## config.mk

```make
export PLATFORM = sky130hd
export DESIGN_NAME = rx_sipo
export DESIGN_NICKNAME = d
export VERILOG_FILES = /design/src/rtl/rx_pkg.sv /design/src/rtl/rx_sync.sv /design/src/rtl/rx_sipo.sv
export SDC_FILE = /design/constraint.sdc
export NUM_CORES = 1
export LEC_CHECK = 0
export BUFFER_PORTS_ARGS = -buffer_cell sky130_fd_sc_hd__buf_4
export CAP_MARGIN = 40
export CORE_MARGIN = 5
export CORE_UTILIZATION = 40
export CTS_CLUSTER_DIAMETER = 60
export DETAILED_ROUTE_END_ITERATION = 7
export MAX_ROUTING_LAYER = met4
export PLACE_DENSITY = 0.68
export REMOVE_ABC_BUFFERS = 1
export SLEW_MARGIN = 10
export SYNTH_ARGS = -nofsm -noshare
export SYNTH_HDL_FRONTEND = slang
export SYNTH_SLANG_ARGS = --single-unit
```

## constraint.sdc

```tcl
create_clock -name Clock -period 4.3 [get_ports Clock]
set_clock_uncertainty 0.1 [all_clocks]
set_input_delay 0.86 -clock Clock [delete_from_list [all_inputs] [get_ports Clock]]
set_output_delay 0.86 -clock Clock [all_outputs]
set_load 0.02 [all_outputs]
```

## src/rtl/rx_pkg.sv

```systemverilog
// -----------------------------------------------------------------------------
// rx_pkg
// Shared definitions for the oversampling serial receiver (rx_sipo):
//   - receiver state enumeration
//   - ParityType encodings
//   - bit positions inside the captured 11-bit frame word
//   - small helper functions (parity-enable decode, 2-of-3 majority)
// No ports (package).
// -----------------------------------------------------------------------------
package rx_pkg;

    typedef enum logic [2:0] {
        ST_IDLE   = 3'd0,
        ST_START  = 3'd1,
        ST_DATA   = 3'd2,
        ST_PARITY = 3'd3,
        ST_STOP   = 3'd4,
        ST_DONE   = 3'd5
    } rx_state_e;

    // ParityType encodings; both "none" codes behave identically.
    localparam logic [1:0] PAR_NONE0 = 2'b00;
    localparam logic [1:0] PAR_ODD   = 2'b01;
    localparam logic [1:0] PAR_EVEN  = 2'b10;
    localparam logic [1:0] PAR_NONE3 = 2'b11;

    // Layout of the captured frame word.
    localparam int FRAME_W     = 11;
    localparam int IDX_START   = 0;
    localparam int IDX_DATA_LO = 1;
    localparam int IDX_DATA_HI = 8;
    localparam int IDX_PARITY  = 9;
    localparam int IDX_STOP    = 10;

    // Value the frame word takes out of reset (looks like an idle line).
    localparam logic [FRAME_W-1:0] FRAME_IDLE = '1;

    function automatic logic parity_en(input logic [1:0] ptype);
        return (ptype == PAR_ODD) || (ptype == PAR_EVEN);
    endfunction

    function automatic logic maj3(input logic a, input logic b, input logic c);
        return (a & b) | (a & c) | (b & c);
    endfunction

endpackage

```

## src/rtl/rx_sync.sv

```systemverilog
// -----------------------------------------------------------------------------
// rx_sync
// Two-flop synchronizer for the asynchronous serial line. Both flops reset to
// 1 so that a reset never looks like a falling edge (idle line is high).
// Ports:
//   clk_i    in  system clock
//   rst_i    in  asynchronous active-high reset
//   async_i  in  asynchronous input (serial line)
//   sync_o   out synchronized copy of async_i, two clocks of latency
// -----------------------------------------------------------------------------
module rx_sync (
    input  logic clk_i,
    input  logic rst_i,
    input  logic async_i,
    output logic sync_o
);

    logic meta_q;
    logic sync_q;

    // NOTE: sequential state uses non-blocking assignments so every flop
    // samples the pre-edge value; blocking here would collapse the two stages.
    always_ff @(posedge clk_i or posedge rst_i) begin
        if (rst_i) begin
            meta_q <= 1'b1;
            sync_q <= 1'b1;
        end else begin
            meta_q <= async_i;
            sync_q <= meta_q;
        end
    end

    assign sync_o = sync_q;

endmodule

```

## src/rtl/rx_sipo.sv

```systemverilog
// -----------------------------------------------------------------------------
// rx_sipo
// Oversampling serial-in / parallel-out receiver. Frames are start bit,
// 7 or 8 data bits LSB-first, optional parity bit (stored raw), stop bit.
//
// Parameters:
//   OVERSAMPLE   BaudTick pulses per bit period (even, >= 8)
// Ports:
//   Clock         in   system clock, rising edge
//   Reset         in   asynchronous active-high reset
//   BaudTick      in   one-clock enable at OVERSAMPLE x baud
//   RxIn          in   asynchronous serial line, idle high
//   DataLength    in   1 = 8 data bits, 0 = 7 data bits
//   ParityType    in   00/11 none, 01 odd, 10 even
//   DataParl      out  [0] start, [8:1] data, [9] parity, [10] stop
//   RecievedFlag  out  one-clock pulse while DataParl holds a new frame
//   Active        out  high while a frame is in progress
//   FrameErr      out  stop bit sampled low; held until the next frame
//
// Build option:
//   RX_MAJORITY_VOTE_EN  defined: each bit is the 2-of-3 majority of ticks
//                        OVERSAMPLE/2-1, OVERSAMPLE/2, OVERSAMPLE/2+1 of its
//                        period; undefined: single sample at OVERSAMPLE/2.
//                        Decision timing is the same in both builds.
//
// Timing model: every tick the synchronized line is captured into samp_q and
// the previous capture moves to prev_q. A falling edge is seen one tick after
// the first low sample, so counting OVERSAMPLE/2 ticks from there lands the
// decision one tick past the bit centre. At that point samp_q holds the
// centre sample, prev_q the one before it and the live line the one after.
// -----------------------------------------------------------------------------
module rx_sipo
    import rx_pkg::*;
#(
    parameter int OVERSAMPLE = 16
) (
    input  logic                Clock,
    input  logic                Reset,
    input  logic                BaudTick,
    input  logic                RxIn,
    input  logic                DataLength,
    input  logic [1:0]          ParityType,
    output logic [FRAME_W-1:0]  DataParl,
    output logic                RecievedFlag,
    output logic                Active,
    output logic                FrameErr
);

    localparam int CNT_W = $clog2(OVERSAMPLE);
    localparam logic [CNT_W-1:0] HALF_LAST = CNT_W'(OVERSAMPLE / 2 - 1);
    localparam logic [CNT_W-1:0] BIT_LAST  = CNT_W'(OVERSAMPLE - 1);

    logic rx_s;

    rx_sync u_sync (
        .clk_i   (Clock),
        .rst_i   (Reset),
        .async_i (RxIn),
        .sync_o  (rx_s)
    );

    rx_state_e            state_q,     state_d;
    logic [CNT_W-1:0]     cnt_q,       cnt_d;
    logic [2:0]           bit_idx_q,   bit_idx_d;
    logic [7:0]           shift_q,     shift_d;
    logic                 par_q,       par_d;
    logic                 len8_q,      len8_d;
    logic [1:0]           par_type_q,  par_type_d;
    logic                 samp_q,      samp_d;
    logic                 prev_q,      prev_d;
    logic [FRAME_W-1:0]   data_parl_q, data_parl_d;
    logic                 frame_err_q, frame_err_d;

    logic                 bit_val;
    logic [2:0]           bit_last;
    logic [7:0]           data_w;

    // Value of the bit being decided on the current tick.
    always_comb begin
`ifdef RX_MAJORITY_VOTE_EN
        bit_val = maj3(prev_q, samp_q, rx_s);
`else
        bit_val = samp_q;
`endif
    end

    assign bit_last = len8_q ? 3'd7 : 3'd6;
    // With 7 data bits only seven shifts happen, leaving the data in [7:1].
    assign data_w   = len8_q ? shift_q : {1'b0, shift_q[7:1]};

    // NOTE: every variable gets a default at the top of the block, so no path
    // leaves one unassigned and no latch is inferred.
    always_comb begin
        state_d     = state_q;
        cnt_d       = cnt_q;
        bit_idx_d   = bit_idx_q;
        shift_d     = shift_q;
        par_d       = par_q;
        len8_d      = len8_q;
        par_type_d  = par_type_q;
        samp_d      = samp_q;
        prev_d      = prev_q;
        data_parl_d = data_parl_q;
        frame_err_d = frame_err_q;

        if (BaudTick) begin
            samp_d = rx_s;
            prev_d = samp_q;
        end

        case (state_q)
            ST_IDLE: begin
                // Edge detection on tick samples: a held-low line never
                // re-arms because prev_q stays low until the line rises.
                if (BaudTick && !samp_q && prev_q) begin
                    state_d    = ST_START;
                    cnt_d      = '0;
                    len8_d     = DataLength;
                    par_type_d = ParityType;
                end
            end

            ST_START: begin
                if (BaudTick) begin
                    if (cnt_q == HALF_LAST) begin
                        cnt_d     = '0;
                        bit_idx_d = '0;
                        state_d   = bit_val ? ST_IDLE : ST_DATA;
                    end else begin
                        cnt_d = cnt_q + 1'b1;
                    end
                end
            end

            ST_DATA: begin
                if (BaudTick) begin
                    if (cnt_q == BIT_LAST) begin
                        cnt_d   = '0;
                        shift_d = {bit_val, shift_q[7:1]};
                        if (bit_idx_q == bit_last) begin
                            state_d = parity_en(par_type_q) ? ST_PARITY : ST_STOP;
                        end else begin
                            bit_idx_d = bit_idx_q + 3'd1;
                        end
                    end else begin
                        cnt_d = cnt_q + 1'b1;
                    end
                end
            end

            ST_PARITY: begin
                if (BaudTick) begin
                    if (cnt_q == BIT_LAST) begin
                        cnt_d   = '0;
                        par_d   = bit_val;
                        state_d = ST_STOP;
                    end else begin
                        cnt_d = cnt_q + 1'b1;
                    end
                end
            end

            ST_STOP: begin
                if (BaudTick) begin
                    if (cnt_q == BIT_LAST) begin
                        cnt_d = '0;
                        // Loaded on entry to DONE so the new word is visible
                        // during the single flag cycle.
                        data_parl_d[IDX_START]               = 1'b0;
                        data_parl_d[IDX_DATA_HI:IDX_DATA_LO] = data_w;
                        data_parl_d[IDX_PARITY]              = parity_en(par_type_q) ? par_q : 1'b0;
                        data_parl_d[IDX_STOP]                = bit_val;
                        frame_err_d = ~bit_val;
                        state_d     = ST_DONE;
                    end else begin
                        cnt_d = cnt_q + 1'b1;
                    end
                end
            end

            ST_DONE: begin
                state_d = ST_IDLE;
            end

            default: begin
                state_d = ST_IDLE;
            end
        endcase
    end

    always_ff @(posedge Clock or posedge Reset) begin
        if (Reset) begin
            state_q     <= ST_IDLE;
            cnt_q       <= '0;
            bit_idx_q   <= '0;
            shift_q     <= '0;
            par_q       <= 1'b0;
            len8_q      <= 1'b1;
            par_type_q  <= PAR_NONE0;
            samp_q      <= 1'b1;
            prev_q      <= 1'b1;
            data_parl_q <= FRAME_IDLE;
            frame_err_q <= 1'b0;
        end else begin
            state_q     <= state_d;
            cnt_q       <= cnt_d;
            bit_idx_q   <= bit_idx_d;
            shift_q     <= shift_d;
            par_q       <= par_d;
            len8_q      <= len8_d;
            par_type_q  <= par_type_d;
            samp_q      <= samp_d;
            prev_q      <= prev_d;
            data_parl_q <= data_parl_d;
            frame_err_q <= frame_err_d;
        end
    end

    assign DataParl     = data_parl_q;
    assign FrameErr     = frame_err_q;
    assign RecievedFlag = (state_q == ST_DONE);
    assign Active       = (state_q == ST_START) || (state_q == ST_DATA) ||
                          (state_q == ST_PARITY) || (state_q == ST_STOP);

endmodule
```

==> results.md <==
* Run status: finished clean
* Initial DRC count at 47
* Post-CTS setup buffers at 0
* Main synth FF type: dfrtp_1
* Synth cell count leaders: 22 x dfrtp_1, 16 x dfstp_2, 14 x mux2_2
* Synth area leaders: dfrtp_1 30%, dfstp_2 23%, mux2_2 8.6%, mux2i_1 4.9%, a21oi_1 2.7%
* Longest Clk Path Bufs at 2
* Clock Pin Slew Worst Setup and Hold Paths at 0.08 ns
* Crit path kind: reg2out
* Synth Instances at 166
* Final nets at 196
* Sinks on Clock Net at 38
* Die height at 77.7 um
* Highest clock rate at 390 MHz
* Syn Std Cell Area at 1840 um^2
* CP Launch Type: flop
* Final HPWL from detailed placement at 2.37 mm
* Critical path arrival at 1.60 ns
* Worst-path fanout max at 10
* Actual slew at the worst max-slew pin at 0.560 ns
* Final ANT Viol Nets at 0
* # Max-Cap Violations at 0
* Resized cells post-CTS at 0
* Core box area at 4410 um^2
* YS warnings at 0
* Die area at 6040 um^2
* DRC viols at 0
* Cells on Worst Hold Path at 0
* CTS tree: built
* CTS Hold Bufs at 0
* CP required at 3.34 ns
* DRT Pass-1 Iters at 6
* Reg2Reg Depth at 5
* GPL Wtd Cong at 0.787
* Grt ovf at 0
* Hold Path Class: reg2reg
* Top-count cell post-synth: dfrtp_1
* Largest net degree at the start of global routing at 39
* Final Critical Period at 2.56 ns
* CTS Root Buffer Type: clkbuf_8
* Area leader, netlist: dfrtp_1
* Pwr Density at 429 nW/um^2
* Via count at 1255
* Type of destination of the critical path: output port
* Mean Syn Cell Area at 11.1 um^2
* Vias per inst at 5.23
* Final slew viol count at 0
* Post-DR wirelength/cell at 14.2 um
* Setup-failing EPs final at 0
* Rel. slew slack at 62.5%
* Row count at 24
* Post-synthesis cell type count at 45
* Number of global-route vias before repair at 1278
* Synthesized flop and latch total at 38
* Async SR Flop Fraction at 100%
* Leakage at 0.000945 uW
* Worst setup slack after layout at 1.74 ns
* Clock buffers created by TritonCTS at 5
* Post-Route Setup TNS at 0 ns
* Final hold violations at 0
* DP Worst Slack at 1.70 ns
* First-pass GRT wire length at 6.04 mm
* Maximum VDD drop at 0.185 mV
* Post-Route WL at 3.41 mm
* Total GRT Usage at 12.6%
* PortBufs at 20
* Initial core utilization at 41.6%
* Area Overhead vs Synth at 15.1%
* Period Utilization, post-route at 59.6%
* I/O pin count at 21
* Post-synth EDFFs at 0
* H-tree depth at 2
* Die W at 77.7 um
* # diodes at 0
* Share of the synthesized area in the top cell type at 30.0%
* Initial antenna violation count at 0
* Layout cell share with drive strength beyond 1 at 34.6%
* Clk Latency, worst-skew pair at 0.29 ns
* Sequential-to-total area share from yosys stat at 52.9%
* RSZ-0062 raised after global routing: no
state kept, by name, indices dropped and copies added, names as in the netlist:
register and flops:
DataParl 11, shift_q 8, cnt_q 4, bit_idx_q 3, state_q 3, par_type_q 2
FrameErr 1, bit_val 1, len8_q 1, par_q 1, prev_q 1, u_sync.meta_q 1
u_sync.sync_o 1
worst max-delay path, stage by stage (launching register included):
cell and delay, ns:
dfrtp_1 0.53, o21ai_2 0.20, a21boi_1 0.36, buf_4 0.21
where the power goes:
group          internal (uW)  leakage (uW)  switching, uW
Clock                    129     0.0000482            124
Sequential               409      0.000452           78.0
Combinational           86.0      0.000445           79.2
Total                    625      0.000945            281
cells by family after synthesis:
kind of cell,synth area share (%)
AOI/OAI and AO/OA,11.2
DFF,52.9
xor gates and xnor gates,1.91
and+or+nand+nor,14.9
muxes,14.1
buffers and inverters,3.61
adders and majority gates,1.36
area by class of cell:
class	instances	area [um^2]
fill	401	2300
inverter	6	22.5
multi-input combinational	114	798
clock inverter	1	5.00
tap	52	65.1
timing repair buffer	22	165
clock buffer	7	86.3
sequential	38	971
layer usage:
layer  wire length, um  vias up  global-route usage, %
met5                 0        -                      -
met4                28        0                   3.61
met3               136        4                   3.82
met2              1560       22                   18.4
met1              1690      599                   16.9
li1                  -      630                      -
stage by stage:
step	utilization (%)	hold WS (ns)	power, uW	std cells	cell area [um^2]
6_report	47.9	0.258	906	240	2110
5_1_grt	47.9	0.266	969	240	2110
4_1_cts	47.9	0.260	919	240	2110
3_5_place_dp	45.8	0.249	659	232	2020
3_3_place_gp	45.8	0.246	655	232	2020
2_1_floorplan	-	0.245	609	158	1790
cell usage in the layout (no fill, tap or decap), types with 2 or more instances in the layout:
cell type  count
dfrtp_1       22
mux2i_1        9
ha_1           2
xor2_1         2
nor2_1        13
a21oi_1       10
xnor2_1        2
nand4b_1       2
o21ai_1        7
clkbuf_8       6
buf_4         22
nand3_1        8
nand2b_1       2
nor2b_1        2
inv_1          5
nand2_1       12
mux2_2        14
o21ai_0        5
a211o_1        2
dfstp_2       16
worst paths after layout:
| path | start | endpoint | slack, ns |
|---|---|---|---|
| setup reg to reg | cnt_q[0]$_DFFE_PP0P_ | DataParl[10]$_DFFE_PP1P_ | 2.07 |
| setup / recovery | state_q[0]$_DFFE_PP0P_ | Active | 1.74 |
| max in group asynchronous | Reset | DataParl[7]$_DFFE_PP1P_ | 3.16 |
| hold / removal | u_sync.meta_q$_DFF_PP1_ | u_sync.sync_o$_DFF_PP1_ | 0.26 |
| hold reg to reg | u_sync.meta_q$_DFF_PP1_ | u_sync.sync_o$_DFF_PP1_ | 0.26 |
| min in group asynchronous | Reset | cnt_q[2]$_DFFE_PP0P_ | 0.57 |
Note: power is estimated with default switching activity, not from simulation.
